==> src/rtl/v_pkg.sv <==
// Shared vector-coprocessor encodings: request kinds, RVV field enums,
// major opcodes and the load/store width mapping from the selected element width.
package v_pkg;

    typedef enum logic [1:0] {
        REQ_ARITH  = 2'd0,
        REQ_LOAD   = 2'd1,
        REQ_STORE  = 2'd2,
        REQ_CONFIG = 2'd3
    } req_kind_e;

    typedef enum logic [1:0] {
        VSEW_8       = 2'b00,
        VSEW_16      = 2'b01,
        VSEW_32      = 2'b10,
        VSEW_INVALID = 2'b11
    } vsew_e;

    typedef enum logic [2:0] {
        OPIVV  = 3'b000,
        OPFVV  = 3'b001,
        OPMVV  = 3'b010,
        OPIVI  = 3'b011,
        OPIVX  = 3'b100,
        OPFVF  = 3'b101,
        OPMVX  = 3'b110,
        OP_SET = 3'b111
    } funct3_e;

    typedef enum logic [1:0] {
        MOP_UNIT_STRIDE   = 2'b00,
        MOP_INDEXED_UNORD = 2'b01,
        MOP_STRIDED       = 2'b10,
        MOP_INDEXED_ORD   = 2'b11
    } mop_e;

    localparam logic [6:0] OPC_RTYPE = 7'b1010111;
    localparam logic [6:0] OPC_LTYPE = 7'b0000111;
    localparam logic [6:0] OPC_STYPE = 7'b0100111;

    localparam logic [2:0] LSW_8  = 3'b000;
    localparam logic [2:0] LSW_16 = 3'b101;
    localparam logic [2:0] LSW_32 = 3'b110;

    // An invalid width never reaches the encoder because such requests are rejected.
    function automatic logic [2:0] lsw_from_vsew(input vsew_e sew);
        case (sew)
            VSEW_16: lsw_from_vsew = LSW_16;
            VSEW_32: lsw_from_vsew = LSW_32;
            default: lsw_from_vsew = LSW_8;
        endcase
    endfunction

endpackage

==> src/rtl/v_issue_fifo.sv <==
// Generic DEPTH x DATA_W circular-buffer FIFO with occupancy count and full/empty flags.
module v_issue_fifo #(
    parameter int DEPTH  = 4,
    parameter int DATA_W = 32
) (
    input  logic              clk,
    input  logic              nrst,
    input  logic              push,
    input  logic [DATA_W-1:0] push_data,
    input  logic              pop,
    output logic [DATA_W-1:0] pop_data,
    output logic              full,
    output logic              empty
);

    localparam int PTR_W = $clog2(DEPTH);
    localparam logic [PTR_W:0] FULL_CNT = (PTR_W+1)'(DEPTH);

    logic [DATA_W-1:0] mem [DEPTH];
    logic [PTR_W-1:0]  wr_ptr;
    logic [PTR_W-1:0]  rd_ptr;
    logic [PTR_W:0]    count;

    logic do_push;
    logic do_pop;

    assign full     = (count == FULL_CNT);
    assign empty    = (count == '0);
    assign do_push  = push && !full;
    assign do_pop   = pop && !empty;
    assign pop_data = mem[rd_ptr];

    // Pointers wrap naturally because DEPTH is a power of two.
    always_ff @(posedge clk or negedge nrst) begin
        if (!nrst) begin
            wr_ptr <= '0;
            rd_ptr <= '0;
            count  <= '0;
        end else begin
            if (do_push)
                wr_ptr <= wr_ptr + 1'b1;
            if (do_pop)
                rd_ptr <= rd_ptr + 1'b1;
            if (do_push && !do_pop)
                count <= count + 1'b1;
            else if (do_pop && !do_push)
                count <= count - 1'b1;
        end
    end

    always_ff @(posedge clk) begin
        if (do_push)
            mem[wr_ptr] <= push_data;
    end

endmodule

==> src/rtl/v_instr_issuer.sv <==
// Assembles scalar-core vector requests into RVV instruction words, tracks the
// selected element width, and queues the words toward the coprocessor decoder.
module v_instr_issuer
    import v_pkg::*;
#(
    parameter int DEPTH = 4,
    parameter int CNT_W = 16
) (
    input  logic             clk,
    input  logic             nrst,
    input  logic             req_valid,
    output logic             req_ready,
    input  logic [1:0]       req_kind,
    input  logic [5:0]       req_funct6,
    input  logic [2:0]       req_funct3,
    input  logic             req_vm,
    input  logic [4:0]       req_vd,
    input  logic [4:0]       req_vs2,
    input  logic [4:0]       req_src1,
    input  logic [1:0]       req_mop,
    input  logic [1:0]       req_vsew,
    output logic             out_valid,
    input  logic             out_ready,
    output logic [31:0]      out_instr,
    output logic             err,
    output logic [CNT_W-1:0] issued_cnt
);

    vsew_e       shadow_vsew;
    req_kind_e   kind;
    logic        accept;
    logic        reject;
    logic        push;
    logic        pop;
    logic        fifo_full;
    logic        fifo_empty;
    logic [31:0] word;
    logic [31:0] head_word;
    logic [4:0]  ls_vs2;

    assign kind      = req_kind_e'(req_kind);
    assign req_ready = !fifo_full;
    assign accept    = req_valid && req_ready;
    assign reject    = (kind != REQ_CONFIG) &&
                       ((shadow_vsew == VSEW_INVALID) ||
                        ((kind == REQ_ARITH) && (req_funct3 == OP_SET)));
    assign push      = accept && !reject;
    assign out_valid = !fifo_empty;
    assign pop       = out_valid && out_ready;
    // Memory is not reset, so the head is masked until something is queued.
    assign out_instr = out_valid ? head_word : 32'h0;
    assign ls_vs2    = (req_mop == MOP_UNIT_STRIDE) ? 5'd0 : req_vs2;

    always_comb begin
        word = 32'h0;
        case (kind)
            REQ_ARITH:
                word = {req_funct6, req_vm, req_vs2, req_src1, req_funct3, req_vd, OPC_RTYPE};
            REQ_LOAD:
                word = {4'b0000, req_mop, req_vm, ls_vs2, req_src1,
                        lsw_from_vsew(shadow_vsew), req_vd, OPC_LTYPE};
            REQ_STORE:
                word = {4'b0000, req_mop, req_vm, ls_vs2, req_src1,
                        lsw_from_vsew(shadow_vsew), req_vd, OPC_STYPE};
            default:
                word = {1'b0, 6'b000000, req_vsew, 3'b000, req_src1, OP_SET, req_vd, OPC_RTYPE};
        endcase
    end

    always_ff @(posedge clk or negedge nrst) begin
        if (!nrst) begin
            shadow_vsew <= VSEW_INVALID;
            err         <= 1'b0;
            issued_cnt  <= '0;
        end else begin
            err <= accept && reject;
            if (accept && (kind == REQ_CONFIG))
                shadow_vsew <= vsew_e'(req_vsew);
            if (pop)
                issued_cnt <= issued_cnt + 1'b1;
        end
    end

    v_issue_fifo #(
        .DEPTH  (DEPTH),
        .DATA_W (32)
    ) u_fifo (
        .clk       (clk),
        .nrst      (nrst),
        .push      (push),
        .push_data (word),
        .pop       (pop),
        .pop_data  (head_word),
        .full      (fifo_full),
        .empty     (fifo_empty)
    );

endmodule

==> config.mk <==
export PLATFORM = sky130hd
export DESIGN_NAME = v_instr_issuer
export DESIGN_NICKNAME = d
export VERILOG_FILES = /design/src/rtl/v_pkg.sv /design/src/rtl/v_issue_fifo.sv /design/src/rtl/v_instr_issuer.sv
export SDC_FILE = /design/constraint.sdc
export NUM_CORES = 1
export LEC_CHECK = 0
export BUFFER_PORTS_ARGS = -buffer_cell sky130_fd_sc_hd__clkbuf_2
export CAP_MARGIN = 20
export CORE_UTILIZATION = 50
export CTS_CLUSTER_SIZE = 28
export DETAILED_ROUTE_END_ITERATION = 8
export PLACE_DENSITY = 0.75
export RECOVER_POWER = 100
export SKIP_LAST_GASP = 1
export SYNTH_ARGS = -nofsm -noshare
export SYNTH_HDL_FRONTEND = slang
export SYNTH_HIERARCHICAL = 1
export SYNTH_SLANG_ARGS = --single-unit
==> constraint.sdc <==
create_clock -name clk -period 2.75 [get_ports clk]
set_input_delay 0.1375 -clock clk [delete_from_list [all_inputs] [get_ports clk]]
set_output_delay 0.1375 -clock clk [all_outputs]
set_load 0.02 [all_outputs]
==> metrics <==
status finished clean; f_max around 0.40 GHz; post-synthesis compound-gate area fraction 0.01500; core box area approximately 13000 um^2; first-pass GRT wire length ~19000 um; fin cells around 670; Least-Margin Pin Slew 1459 ps; Post-CTS Hold Buffers 14; CTS max path bufs 2; Placed Area approximately 7200 um^2; multi-input logic area 1847 um^2; Placed Cells incl. Taps between 600 and 700; TritonRoute pass-1 iters 5; number of synthesized flops with an enable pin 128; number of antenna violations at the first check in global routing 0; DP Wirelength between 7000 and 8000 um; layout cells sized above 1 0.2104; Cell variety after synth 43; Total Wirelength between 10000 and 15000 um; main combinational cell family by area after synthesis multiplexers; worst endpoint required time 2610 ps; Setup Crit Path Kind reg -> out; most used flip-flop cell after synthesis edfxtp_1; Synth Area in XOR/XNOR 0.02826; Syn Area/Cell between 15 and 20 um^2; Post-Synth Simple-Gate Area 0.08248; post-synthesis mux area share 0.1223; Worst Path Arrival roughly 2400 ps; synth top area cells edfxtp_1, mux4_2, dfrtp_1; Setup TNS Final 0 ps; final count of hold timing violations 0; register clock-pin slew on the reported worst setup and hold paths roughly 60 ps; critical-path cell list clkbuf_2 > mux4_1 > nor2b_1 > clkbuf_1; VDD IR-drop max slightly above 0.5 mV; CTS buffer count 17; GP Congestion 0.7284; Final Cell Area 7789 um^2; Resize count post-CTS 0; CTS tree done; Routed WL per cell ~18 um; Rel. slew slack 0.02741; Adder-Cell Fraction of Synth Area 0.03384; Post-Syn Area 6507 um^2; synth warn 6; # H-tree levels 4; Setup violations, final 0; pwr dens around 1100 nW/um^2; Max Slew Vio Count 0; synth-to-layout area growth 19.69%; row count a little over 40; fin crit share 0.9092; die height around 120 um; Yosys top cell by area edfxtp_1; GRT Util Overall 0.2006; DRC 0; critical path endpoint category output pin; cell count after synthesis between 300 and 400; CP top delay family buffers and inverters; Worst Hold Class in -> reg; ANT nets after route 0; PortBufs 85; antenna cells 0; initial DRC count about 200; buffer and inverter count on the worst path 2; CP startpoint kind flip-flop; Fill cells approximately 970; asr flop ratio synth 0.1688; crit path time final ~2500 ps; Synth Register Bits 154; largest net degree at the start of global routing 36; vias in the first global route between 3000 and 4000; Starting Density 0.5136; LEAKAGE 2.835 nW; RSZ-0062 raised after global routing no; post-CTS setup buffers 0; FF/Latch Area 4498 um^2; Via Count approximately 3500; die area 13480 um^2; Worst path max stage delay ~620 ps; Setup Skew between 8 and 9 ps; DR vias/cell between 5 and 6; Critical-path top delay cell mux4_1; MaxCap Viol Count 0; Clock Sink Count 154; Critical Path Fanout Max 11; IO Count 86; post-synthesis sequential area ratio 0.6910; total congestion overflow 0; worst skew pair latency ~420 ps; Final nets 538; Yosys top cell area share 0.5907; width of the chip about 120 um; Root Driver clkbuf_16
[final cells by class]
cell class | instances | area share
clock inverter | 15 | 0.02153
sequential | 154 | 0.5775
timing repair buffer | 110 | 0.07534
clock buffer | 17 | 0.05462
tap | 172 | 0.02763
multi-input combinational | 190 | 0.2371
inverter | 13 | 0.006265
[worst paths after layout]
path,depth (start not counted),startpoint,to,slack [ps]
min reg2reg,1,issued_cnt[15],issued_cnt[15],470
max in group asynchronous,2,nrst,u_fifo/rd_ptr[0],1200
min in group asynchronous,2,nrst,issued_cnt[8],590
max,4,u_fifo/rd_ptr[0],out_instr[25],250
max reg2reg,10,u_fifo/count[0],u_fifo/count[2],360
min,3,out_ready,issued_cnt[2],70
[state kept, by name (all words and copies together), names as in the netlist]
register,flops
err,1
issued_cnt,16
shadow_vsew,2
u_fifo/count,3
u_fifo/mem,128
u_fifo/rd_ptr,2
u_fifo/wr_ptr,2
[synth_stat cells (3+ instances only)]
cell type and n:
edfxtp_1 128, nor2b_1 31, mux4_2 28, dfrtp_1 24, ha_1 16, xnor2_1 14, inv_1 13, and2_1 11
nand2_1 8, nor2_1 8, xor2_1 7, clkbuf_1 6, a21oi_1 5, nand3_1 5, mux2_2 4, mux4_1 4
o21ai_0 4, and2b_1 3, buf_12 3, buf_2 3, nand4_1 3
[placed cells by master (no fill, tap or decap), drive strengths merged, types with 3 or more instances in the layout]
master,instances
nand4,3
inv,18
and2,11
nor2b,31
and2b,3
xor2,7
a21oi,5
ha,16
nor3,4
clkinv,3
nand3,6
buf,8
mux4,32
conb,16
o21ai,4
nor2,8
xnor2,14
edfxtp,128
mux2,5
clkbuf,105
dlygate4sd3,14
clkinvlp,5
dfrtp,24
nand2,9
[stage by stage]
step                      setup slack (ps)  hold WS [ps]    util  power (mW)
after floorplan                      400.6        -158.1       -       5.542
after global placement               537.1         191.2  0.5708       6.363
after detailed placement             400.5         211.0  0.5708       6.456
after CTS                            342.1         34.38  0.6286       8.796
after global routing                 91.86         84.50  0.6147       8.924
final                                249.6         68.45  0.6147       8.470
[per-layer routing]
| layer | track usage | vias up | part of all wire |
|---|---|---|---|
| met5 | 0 | - | 0 |
| met4 | 0.08547 | 0 | 0.012 |
| met3 | 0.05021 | 9 | 0.053 |
| met2 | 0.3286 | 105 | 0.50 |
| met1 | 0.2564 | 1750 | 0.43 |
| li1 | - | 1603 | - |
[worst register-to-register path, stage by stage, from the launching register on]
cell and delay, ps:
dfrtp_1 440, or3_1 450, inv_1 110, nor2b_1 100, nand2_1 110, ha_1 200
inv_1 60, fa_1 380, xor2_1 160, nor2_1 130, xor2_1 180
[power by group]
group / internal (mW) / total (mW) / switching, mW
Combinational: 1.16 / 2.84 / 1.68
Clock: 1.35 / 2.31 / 0.954
Sequential: 3.09 / 3.33 / 0.241
Total: 5.59 / 8.47 / 2.88
[cells by family after synthesis]
| family | count (synthesis) |
|---|---|
| other cells | 2 |
| mux | 37 |
| fa+ha+maj | 17 |
| simple gates | 84 |
| flops | 154 |
| xor+xnor | 21 |
| compound gates | 15 |
| buf+inv | 27 |
(Power assumes the default switching activity.)
